File: config.mk
export PLATFORM = sky130hd
export DESIGN_NAME = pipeline_hazard_ctrl
export DESIGN_NICKNAME = d
export VERILOG_FILES = /design/src/rtl/pipeline_hazard_ctrl.sv
export SDC_FILE = /design/constraint.sdc
export NUM_CORES = 1
export LEC_CHECK = 0
export ABC_AREA = 1
export BUFFER_PORTS_ARGS = -buffer_cell sky130_fd_sc_hd__buf_2
export CORE_ASPECT_RATIO = 0.8
export CORE_MARGIN = 2
export CORE_UTILIZATION = 57
export CTS_BUF_LIST = sky130_fd_sc_hd__clkbuf_8
export DETAILED_ROUTE_END_ITERATION = 6
export GPL_ROUTABILITY_DRIVEN = 1
export PLACE_DENSITY = 0.82
export SLEW_MARGIN = 25
export SYNTH_ARGS = -nofsm -noshare
export SYNTH_HDL_FRONTEND = slang
export SYNTH_SLANG_ARGS = --single-unit
File: constraint.sdc
create_clock -name clk -period 2.2 [get_ports clk]
set_input_delay 0 -clock clk [delete_from_list [all_inputs] [get_ports clk]]
set_output_delay 0 -clock clk [all_outputs]
set_load 0.02 [all_outputs]
File: src/rtl/pipeline_hazard_ctrl.sv
// Stall/flush controller for the 5-stage RV64 pipeline.
// Load-use bubbles, branch flushes, data-memory freeze with a timeout watchdog.
module pipeline_hazard_ctrl #(
  parameter int MEM_TIMEOUT = 16,
  parameter int CNT_W = 32
) (
  input  logic             clk,
  input  logic             reset,
  input  logic [4:0]       id_rs1,
  input  logic [4:0]       id_rs2,
  input  logic             id_uses_rs1,
  input  logic             id_uses_rs2,
  input  logic [4:0]       ex_rd,
  input  logic             ex_MemRead,
  input  logic             mem_Branch,
  input  logic             mem_zero,
  input  logic             dmem_req,
  input  logic             dmem_ready,
  output logic             pipe_en,
  output logic             pc_write,
  output logic             ifid_write,
  output logic             pc_sel_branch,
  output logic             ifid_flush,
  output logic             idex_flush,
  output logic             exmem_flush,
  output logic             mem_timeout,
  output logic [CNT_W-1:0] stall_cycles,
  output logic [CNT_W-1:0] flush_events
);

  typedef enum logic [1:0] {
    RUN      = 2'd0,
    MEM_WAIT = 2'd1,
    ERR      = 2'd2
  } state_t;

  localparam logic [7:0] LAST = 8'(MEM_TIMEOUT - 1);
  localparam logic [CNT_W-1:0] ONE = {{(CNT_W-1){1'b0}}, 1'b1};

  state_t     state, state_nxt;
  logic [7:0] wait_cnt, wait_nxt;
  logic       stall_mem, taken, load_use;
  logic       rs1_hit, rs2_hit, err;
  logic       stall_inc, flush_inc;

  assign stall_mem = dmem_req & ~dmem_ready;
  assign taken     = mem_Branch & mem_zero;
  assign rs1_hit   = id_uses_rs1 & (id_rs1 == ex_rd);
  assign rs2_hit   = id_uses_rs2 & (id_rs2 == ex_rd);
  assign load_use  = ex_MemRead & (ex_rd != 5'd0)
                   & (rs1_hit | rs2_hit);
  assign err       = (state == ERR);

  assign stall_inc = ~err & (stall_mem | (load_use & ~taken));
  assign flush_inc = ~err & taken & ~stall_mem;
  assign mem_timeout = err;

  // A frozen pipeline holds any pending branch or hazard for re-evaluation.
  always_comb begin
    pipe_en       = 1'b1;
    pc_write      = 1'b1;
    ifid_write    = 1'b1;
    pc_sel_branch = 1'b0;
    ifid_flush    = 1'b0;
    idex_flush    = 1'b0;
    exmem_flush   = 1'b0;
    if (err || stall_mem) begin
      pipe_en    = 1'b0;
      pc_write   = 1'b0;
      ifid_write = 1'b0;
    end else if (taken) begin
      pc_sel_branch = 1'b1;
      ifid_flush    = 1'b1;
      idex_flush    = 1'b1;
      exmem_flush   = 1'b1;
    end else if (load_use) begin
      pc_write   = 1'b0;
      ifid_write = 1'b0;
      idex_flush = 1'b1;
    end
  end

  always_comb begin
    state_nxt = state;
    wait_nxt  = wait_cnt;
    if (!err) begin
      if (stall_mem) begin
        if (wait_cnt == LAST) begin
          state_nxt = ERR;
        end else begin
          state_nxt = MEM_WAIT;
          wait_nxt  = wait_cnt + 8'd1;
        end
      end else begin
        state_nxt = RUN;
        wait_nxt  = 8'd0;
      end
    end
  end

  always_ff @(posedge clk or posedge reset) begin
    if (reset) begin
      state    <= RUN;
      wait_cnt <= 8'd0;
    end else begin
      state    <= state_nxt;
      wait_cnt <= wait_nxt;
    end
  end

  always_ff @(posedge clk or posedge reset) begin
    if (reset) begin
      stall_cycles <= '0;
      flush_events <= '0;
    end else begin
      if (stall_inc && (stall_cycles != '1))
        stall_cycles <= stall_cycles + ONE;
      if (flush_inc && (flush_events != '1))
        flush_events <= flush_events + ONE;
    end
  end

endmodule

==> results.sh, run 1 <==
export IMPL_required_ns=2.43
export IMPL_initial_core_util_pct=59.4
export IMPL_start_kind="register"
export IMPL_via_per_inst=5.34
export IMPL_p_sw_mw=1.23
export IMPL_dieHeight_um=85.8
export IMPL_coreArea_um2=8020
export IMPL_synthTopCellsByCount="nand2_1, nor2_1, dfrtp_1"
export IMPL_drive_above_1_share_pct=17.4
export IMPL_synthTopCellsByArea="dfrtp_1, nand2_1, xor2_1, nor2_1, nand3_1"
export IMPL_tns_ns=0
export IMPL_p_int_mw=2.63
export IMPL_insertedDiodeCount=0
export IMPL_firstDrtPassIters=6
export IMPL_synth_seq_cells=74
export IMPL_root_buffer="clkbuf_8"
export IMPL_netlist_instances=696
export IMPL_die_w_um=106
export IMPL_fp_row_count=29
export IMPL_worst_pin_slew_ns=0.581
export IMPL_min_period_over_period_pct=91.6
export IMPL_grt_overflow=0
export IMPL_ys_types=27
export IMPL_min_period_ns=2.01
export IMPL_grt_use_total_pct=29.4
export IMPL_p_seq_share_pct=43.0
export IMPL_hp_class="primary input to register"
export IMPL_first_iter_violations=370
export IMPL_regArea_um2=1850
export IMPL_path_clk_slew_ns=0.08
export IMPL_hold_viol=0
export IMPL_drv_cap=0
export IMPL_synth_top_area_share_pct=38.9
export IMPL_max_freq_mhz=496
export IMPL_fin_skew_ns=0.0107
export IMPL_clkPwrFrac_pct=36.7
export IMPL_postCtsSetupBuffers=0
export IMPL_ant_nets=0
export IMPL_cts_made_buffers=9
export IMPL_end_kind="register"
export IMPL_die_area_um2=9110
export IMPL_fin_area_um2=5670
export IMPL_detail_route_wirelength_um=12700
export IMPL_grt_pass1_wl_um=21600
export IMPL_area_growth_pct=19.0
export IMPL_dpl_cell_area_um2=5370
export IMPL_final_cells=914
export IMPL_final_core_util_pct=70.7
export IMPL_relSlewSlack_pct=61.2
export IMPL_ys_seq_area_share_pct=38.9
export IMPL_p_total_mw=3.86
export IMPL_powerDensity_nw_per_um2=680
export IMPL_h_tree_depth=3
export IMPL_slew_viol_final=0
export IMPL_yosysMostFrequentCell="nand2_1"
export IMPL_cts_tree="yes"
export IMPL_grt_pass1_vias=4497
export IMPL_setup_viol=0
export IMPL_drc=0
export IMPL_multi_input_area_um2=2560
export IMPL_clockBufferDepth=2
export IMPL_yosys_area_top_type="dfrtp_1"
export IMPL_fillers=698
export IMPL_clock_sinks=74
export IMPL_antenna_found_initial=0
export IMPL_dp_hpwl_um=9650
export IMPL_yosys_warnings=0
export IMPL_leakage_nw=2.95
export IMPL_portBuffers=95
export IMPL_gp_congestion=1.05
export IMPL_crit_fanout=17
export IMPL_grt_max_degree=33
export IMPL_path_class="register to register"
export IMPL_async_reset_ff_share_pct=100
export IMPL_avgRoutedWirePerCell_um=13.9
export IMPL_ir_worst_vdd_mv=0.419
export IMPL_avgSynthCellArea_um2=6.85
export IMPL_rsz0062_at_grt="false"
export IMPL_ioPinCount=96
export IMPL_outcome="finished, final reports clean"
export IMPL_syn_nets=723
export IMPL_arrival_ns=2.25
export IMPL_dp_cells=895
export IMPL_combPwrFrac_pct=20.3
export IMPL_synth_edf_count=0
export IMPL_synthFlopType="dfrtp_1"
export IMPL_nNetsFinal=828
export IMPL_syn_cell_area_um2=4770
export IMPL_vias=4882
export IMPL_clock_latency_ns=0.35
export IMPL_p_sw_share_pct=32.0
timing repair:
| action | in CTS | in global routing |
|---|---|---|
| hold buffers | 3 | 0 |
| endpoints found under the setup margin | 0 | 19 |
| gates resized for setup | 0 | 3 |
| hold endpoints to repair | 28 | 0 |
cell type report:
type / count / area share [%]
Clock buffer: 9 / 2.18
Clock inverter: 7 / 2.49
Inverter: 68 / 4.50
Multi-Input combinational cell: 538 / 45.1
Sequential cell: 74 / 32.6
Tap cell: 108 / 2.38
Timing Repair Buffer: 110 / 10.7
critical path: stages (launching register included):
cell and delay (ns):
dfrtp_1 0.41, ha_2 0.25, nand3_1 0.16, inv_2 0.09
nand2_1 0.15, nor2_2 0.18, nand2_1 0.11, nand2_4 0.08
buf_4 0.23, nor2_1 0.10, xor2_1 0.14
logic make-up after synthesis:
| logic type | after synthesis | share of synthesized area [%] |
|---|---|---|
| AOI/OAI and AO/OA | 29 | 3.10 |
| xor gates and xnor gates | 55 | 10.1 |
| buffers and inverters | 84 | 7.64 |
| DFF | 74 | 38.9 |
| and+or+nand+nor | 451 | 39.5 |
| adders and majority gates | 3 | 0.788 |
worst paths after layout:
path / start / end / slack (ns) / depth (start not counted)
max: flush_events[1] / flush_events[6] / 0.19 / 10
min: dmem_req / state[0] / 0.05 / 5
max reg2reg: flush_events[1] / flush_events[6] / 0.19 / 10
min reg2reg: flush_events[8] / flush_events[8] / 0.52 / 1
max in group asynchronous: reset / stall_cycles[20] / 1.19 / 4
min in group asynchronous: reset / wait_cnt[2] / 0.24 / 3
power by group through the flow:
stage	Combinational (mW)	Sequential [mW]	Clock (mW)
CTS	0.781	1.65	1.43
global placement	0.760	1.67	0
finish	0.783	1.66	1.42
global route	0.860	1.68	1.49
floorplan	0.367	1.81	0
detailed placement	0.775	1.68	0
registers in the layout (all words and copies together), names as in the netlist:
signal / count
stall_cycles: 32
flush_events: 32
wait_cnt: 8
state: 2
through the flow:
step | hold slack [ns] | setup slack (ns)
after global routing | 0.100 | 0.00921
final | 0.0460 | 0.186
after floorplan | 0.180 | 0.303
after global placement | 0.0834 | 0.187
after CTS | 0.0201 | 0.144
after detailed placement | 0.0920 | 0.161
placed cells by master (no fill, tap or decap), drive strengths merged:
master and count:
o21ai 22, clkbuf 9, xnor2 11, nor3 30, nor2 89, nand4 6
clkinv 1, or2 1, buf 107, nand2 264, nand3 58, xor2 44
and2 1, nand3b 2, dfrtp 74, o21bai 1, ha 3, dlygate4sd3 3
a21oi 6, inv 70, bufinv 4
metal layers:
layer,vias up,GRT usage (%),wire length (um)
met5,-,0,0
met4,0,6.46,125
met3,21,5.70,1190
met2,249,42.0,5290
met1,2237,46.0,6090
li1,2375,-,-
No activity file was read; power rests on OpenSTA's default activity.
==> inputs of run 2 (changes only) <==
--- a/config.mk
+++ b/config.mk
@@ -9,2 +9,3 @@
 export BUFFER_PORTS_ARGS = -buffer_cell sky130_fd_sc_hd__buf_2
+export CAP_MARGIN = 20
 export CORE_ASPECT_RATIO = 0.8
@@ -15,2 +16,3 @@
 export GPL_ROUTABILITY_DRIVEN = 1
+export MAX_ROUTING_LAYER = met4
 export PLACE_DENSITY = 0.82
==> constraint.sdc (replaced) <==
create_clock -name clk -period 2.2 [get_ports clk]
set_input_delay 0.11 -clock clk [delete_from_list [all_inputs] [get_ports clk]]
set_output_delay 0.11 -clock clk [all_outputs]
set_load 0.02 [all_outputs]
==> run 2 against run 1 <==
- final cell count fell by 0.55%
- hold slack gained 0.012 ns
- worst setup slack lost 0.051 ns
==> results.sh, run 2 (synthesis gave the netlist of run 1 again) <==
export IMPL_cp_slowest_cell="dfrtp_1"
export IMPL_dp_slack_ns=0.117
export IMPL_layout_common_cells="nand2_1, buf_2, nor2_1"
export IMPL_detail_route_wirelength_um=13000
export IMPL_min_period_ns=2.07
export IMPL_crit_fanout=17
export IMPL_cts_tree="yes"
export IMPL_largestRegisters="flush_events (32), stall_cycles (32), wait_cnt (8)"
export IMPL_clockBufferDepth=2
export IMPL_nNetsFinal=824
export IMPL_die_w_um=106
export IMPL_path_class="register to register"
export IMPL_rsz0062_at_grt="false"
export IMPL_arrival_ns=2.31
export IMPL_fin_skew_ns=0.0104
export IMPL_timing_rr_start="flush_events[1]"
export IMPL_via_per_inst=5.36
export IMPL_setup_slack_ns=0.134
export IMPL_first_iter_violations=389
export IMPL_antenna_found_initial=0
export IMPL_final_cells=909
export IMPL_dieHeight_um=85.8
export IMPL_clock_latency_ns=0.36
export IMPL_relSlewSlack_pct=64.9
export IMPL_drv_cap=0
export IMPL_dp_hpwl_um=9750
export IMPL_min_from="dmem_ready"
export IMPL_final_common_cell="nand2_1"
export IMPL_leakage_nw=2.93
export IMPL_portBuffers=95
export IMPL_ir_worst_vdd_mv=0.430
export IMPL_tns_ns=0
export IMPL_grt_pass1_vias=4543
export IMPL_r2r_end="flush_events[8]"
export IMPL_cts_made_buffers=9
export IMPL_hold_depth=4
export IMPL_ioPinCount=96
export IMPL_multi_input_area_um2=2570
export IMPL_slew_viol_final=0
export IMPL_drc=0
export IMPL_grt_pass1_wl_um=22200
export IMPL_outcome="finished, final reports clean"
export IMPL_path_clk_slew_ns=0.08
export IMPL_setup_viol=0
export IMPL_fillers=689
export IMPL_required_ns=2.44
export IMPL_gp_congestion=1.02
export IMPL_coreArea_um2=8020
export IMPL_drive_above_1_share_pct=17.2
export IMPL_fp_row_count=29
export IMPL_ant_nets=0
export IMPL_insertedDiodeCount=0
export IMPL_initial_core_util_pct=59.4
export IMPL_firstDrtPassIters=5
export IMPL_avgRoutedWirePerCell_um=14.3
export IMPL_dp_cells=891
export IMPL_start_kind="register"
export IMPL_hold_end="wait_cnt[7]"
export IMPL_clock_sinks=74
export IMPL_grt_overflow=0
export IMPL_end_kind="register"
export IMPL_regArea_um2=1850
export IMPL_worst_pin_slew_ns=0.523
export IMPL_hp_class="primary input to register"
export IMPL_die_area_um2=9110
export IMPL_rr_worst_depth=10
export IMPL_max_stage_delay_ns=0.41
export IMPL_hold_viol=0
export IMPL_crit_chain="ha_2, nand3_1, inv_2, nand2_1, nor2_2, nand2_1, nand2_4, buf_6, nor2_1, xor2_1"
export IMPL_area_growth_pct=18.8
export IMPL_cp_common_cell="nand2_1"
export IMPL_vias=4873
export IMPL_p_total_mw=3.90
export IMPL_grt_max_degree=75
export IMPL_powerDensity_nw_per_um2=688
export IMPL_h_tree_depth=3
export IMPL_r2r_setup_slack_ns=0.13
export IMPL_min_period_over_period_pct=93.9
export IMPL_root_buffer="clkbuf_8"
export IMPL_grt_use_total_pct=31.9
export IMPL_max_freq_mhz=484
## run 2: repair_timing
| item | in CTS | in global routing |
|---|---|---|
| buffers inserted | 0 | 2 |
| hold buffers | 1 | 0 |
| resized for setup | 0 | 7 |
| setup endpoints to repair | 0 | 53 |
| hold endpoints to repair | 74 | 0 |
## run 2: how the worst max path moves through the flow
stage,from,end,slack (ns),cells past startpoint
CTS,stall_cycles[0],stall_cycles[1],0.10,11
finish,flush_events[1],flush_events[8],0.13,10
detailed placement,flush_events[1],flush_events[8],0.12,10
global placement,flush_events[1],flush_events[8],0.16,10
floorplan,reset,flush_events[0],0.21,1
global route,flush_events[1],flush_events[8],0.008,10
## run 2: layer usage
layer	vias up	wire length, um	GRT usage, %
li1	2367	-	-
met1	2250	6160	47.7
met2	234	5440	42.8
met3	22	1240	8.28
met4	0	174	7.66
met5	-	0	-
## run 2: critical path: cells and delay by family (launching register included)
| family | cells | cell delay (ns) |
|---|---|---|
| adders and majority gates | 1 | 0.25 |
| DFF | 1 | 0.41 |
| and+or+nand+nor | 6 | 0.85 |
| xor gates and xnor gates | 1 | 0.15 |
| buffers and inverters | 2 | 0.28 |
## run 2: report_power, final
| group | internal (mW) | switching, mW |
|---|---|---|
| registers | 1.49 | 0.169 |
| clock network | 0.870 | 0.540 |
| logic | 0.289 | 0.541 |
| total | 2.65 | 1.25 |
## run 2: per-stage QoR
step | cell area (um2) | hold slack [ns] | utilization (%)
detailed placement | 5350 | 0.234 | 66.7
CTS | 5620 | 0.0517 | 70.1
finish | 5660 | 0.0578 | 70.6
global placement | 5350 | 0.226 | 66.7
floorplan | 4770 | 0.290 | -
global route | 5660 | 0.0821 | 70.6
## run 2: layout make-up
type,instances,share of cell area [%]
clock buffer,9,2.19
inverter,68,4.55
tap,108,2.39
multi-input combinational,538,45.3
timing repair buffer,106,10.4
sequential,74,32.7
clock inverter,6,2.43
==> inputs of run 3 (changes only) <==
Settings changed: ABC_AREA 1 to unset, CORE_UTILIZATION 57 to 55.
==> run 3 against run 2 <==
- via count decreased by 34%
- hold slack better by 0.060 ns
- first-iteration DRC count is 51% lower
- synthesized cell count shrank 46%
- final cell count down 36%
- register-to-register slack got worse by 0.08 ns
- clock skew grew 0.0011 ns
- clock power is 16% lower
- critical path type unchanged
- utilization up 0.32 points
- die area decreased by 16%
- global-route usage shrank 7.7 points
==> results.sh, run 3 <==
export IMPL_slew_viol_final=0
export IMPL_ys_seq_area_share_pct=48.5
export IMPL_firstDrtPassIters=4
export IMPL_max_freq_mhz=467
export IMPL_first_iter_violations=192
export IMPL_min_from="dmem_ready"
export IMPL_grt_overflow=0
export IMPL_avgRoutedWirePerCell_um=14.7
export IMPL_largestRegisters="flush_events (32), stall_cycles (32), wait_cnt (8)"
export IMPL_coreArea_um2=6790
export IMPL_avgSynthCellArea_um2=10.2
export IMPL_syn_cell_area_um2=3820
export IMPL_synthTopCellsByArea="dfrtp_1, xor2_1, xnor2_1, nand4_1, nor2_1"
export IMPL_detail_route_wirelength_um=8610
export IMPL_layout_common_cells="buf_2, dfrtp_1, xor2_1"
export IMPL_crit_fanout=4
export IMPL_netlist_instances=375
export IMPL_r2r_setup_slack_ns=0.06
export IMPL_r2r_end="flush_events[31]"
export IMPL_hold_viol=0
export IMPL_p_total_mw=3.63
export IMPL_leakage_nw=2.44
export IMPL_synth_seq_cells=74
export IMPL_ys_types=42
export IMPL_min_period_over_period_pct=97.3
export IMPL_setup_viol=0
export IMPL_dp_hpwl_um=6440
export IMPL_dieHeight_um=78.5
export IMPL_async_reset_ff_share_pct=100
export IMPL_end_kind="register"
export IMPL_path_clk_slew_ns=0.08
export IMPL_area_growth_pct=26.1
export IMPL_ioPinCount=96
export IMPL_outcome="finished, final reports clean"
export IMPL_drive_above_1_share_pct=30.7
export IMPL_cts_tree="yes"
export IMPL_final_common_cell="buf_2"
export IMPL_fp_row_count=27
export IMPL_hold_depth=3
export IMPL_die_w_um=97.2
export IMPL_timing_rr_start="state[1]"
export IMPL_yosys_area_top_type="dfrtp_1"
export IMPL_rsz0062_at_grt="true"
export IMPL_grt_pass1_wl_um=14500
export IMPL_required_ns=2.43
export IMPL_initial_core_util_pct=56.2
export IMPL_via_per_inst=5.47
export IMPL_ant_nets=0
export IMPL_clockBufferDepth=2
export IMPL_nNetsFinal=520
export IMPL_antenna_found_initial=0
export IMPL_synth_top_area_share_pct=48.5
export IMPL_portBuffers=95
export IMPL_rr_worst_depth=6
export IMPL_yosysMostFrequentCell="dfrtp_1"
export IMPL_insertedDiodeCount=0
export IMPL_vias=3202
export IMPL_worstSetupStartpoint="state[1]"
export IMPL_ir_worst_vdd_mv=0.592
export IMPL_h_tree_depth=3
export IMPL_path_class="register to register"
export IMPL_clock_sinks=74
export IMPL_dp_slack_ns=0.0452
export IMPL_setup_slack_ns=0.0591
export IMPL_grt_max_degree=39
export IMPL_drc=0
export IMPL_cts_made_buffers=9
export IMPL_min_period_ns=2.14
export IMPL_crit_chain="nor2b_4, or3_4, or4b_4, a2111oi_4, nand4_1, xnor2_1"
export IMPL_root_buffer="clkbuf_8"
export IMPL_hold_end="state[0]"
export IMPL_clock_latency_ns=0.34
export IMPL_powerDensity_nw_per_um2=754
export IMPL_drv_cap=0
export IMPL_gp_congestion=0.851
export IMPL_synthTopCellsByCount="dfrtp_1, xor2_1, nor2_1"
export IMPL_fin_skew_ns=0.0114
export IMPL_die_area_um2=7630
export IMPL_syn_nets=402
export IMPL_synth_edf_count=0
export IMPL_hp_class="primary input to register"
export IMPL_grt_pass1_vias=3083
export IMPL_arrival_ns=2.37
export IMPL_max_stage_delay_ns=0.55
export IMPL_grt_use_total_pct=24.1
export IMPL_start_kind="register"
export IMPL_worst_pin_slew_ns=0.806
export IMPL_fillers=487
export IMPL_synthFlopType="dfrtp_1"
export IMPL_relSlewSlack_pct=46.2
export IMPL_cp_slowest_cell="or4b_4"
export IMPL_yosys_warnings=0
[run 3: changes by cell type after synthesis, moves of 8 or more]
cell,delta
nor2_1,-51
inv_1,-55
nor3_1,-16
nand4_1,+19
and3_1,+8
nand3_1,-30
nor4_1,+10
xnor2_1,+19
nand2_1,-231
o21ai_1,-12
[run 3: repair_timing]
action                                 in CTS  in global routing
setup buffers                               0                  0
resized for setup                           0                  5
hold buffers                                1                  0
setup endpoints to repair                   0                 30
endpoints found under the hold margin      37                  0
[run 3: logic make-up after synthesis]
| logic type | count (synthesis) | share of synthesized area [%] |
|---|---|---|
| multiplexers | 3 | 0.885 |
| AO/OA/AOI/OAI | 15 | 2.95 |
| AND/OR/NAND/NOR | 183 | 26.4 |
| buffers and inverters | 21 | 2.82 |
| adder cells (fa/ha/maj) | 3 | 0.983 |
| XOR/XNOR | 76 | 17.4 |
| flip-flops | 74 | 48.5 |
[run 3: layout make-up]
class | instances | area [um2] | share of cell area [%]
Multi-Input combinational cell | 280 | 1900 | 39.4
Sequential cell | 74 | 1850 | 38.5
Timing Repair Buffer | 121 | 698 | 14.5
Clock buffer | 11 | 151 | 3.14
Tap cell | 87 | 109 | 2.26
Clock inverter | 5 | 77.6 | 1.61
Inverter | 7 | 26.3 | 0.546
[run 3: layer usage]
layer | GRT usage [%] | vias to the layer above | wire length (um)
met5 | - | - | 0
met4 | 4.93 | 0 | 60
met3 | 5.70 | 6 | 485
met2 | 38.0 | 92 | 4080
met1 | 32.5 | 1557 | 3990
li1 | - | 1547 | -
[run 3: how the worst max path moves through the flow]
stage	to	depth (start not counted)
after floorplan	stall_cycles[0]	1
after global placement	flush_events[23]	6
after detailed placement	stall_cycles[1]	6
after CTS	stall_cycles[1]	6
after global routing	flush_events[31]	6
final	flush_events[31]	6
[run 3: critical path: cells and delay by family, from the launching register on]
kind            cells  cell delay [ns]
simple gates        4             1.21
xor+xnor            1             0.17
compound gates      1             0.29
flops               1             0.37
[run 3: where the power goes]
group / leakage [nW] / internal, mW / total (mW) / switching [mW]
logic: 1.35 / 0.322 / 0.804 / 0.482
clock network: 0.121 / 0.697 / 1.18 / 0.481
registers: 0.971 / 1.50 / 1.65 / 0.152
[run 3: through the flow]
stage / hold WS (ns) / utilization, % / instances / area [um2] / setup TNS (ns)
2_1_floorplan: 0.344 / - / 375 / 3820 / 0
3_3_place_gp: 0.300 / 67.0 / 568 / 4550 / 0
3_5_place_dp: 0.312 / 67.0 / 568 / 4550 / 0
4_1_cts: 0.109 / 70.5 / 585 / 4790 / 0
5_1_grt: 0.132 / 70.9 / 585 / 4820 / -0.0168
6_report: 0.118 / 70.9 / 585 / 4820 / 0
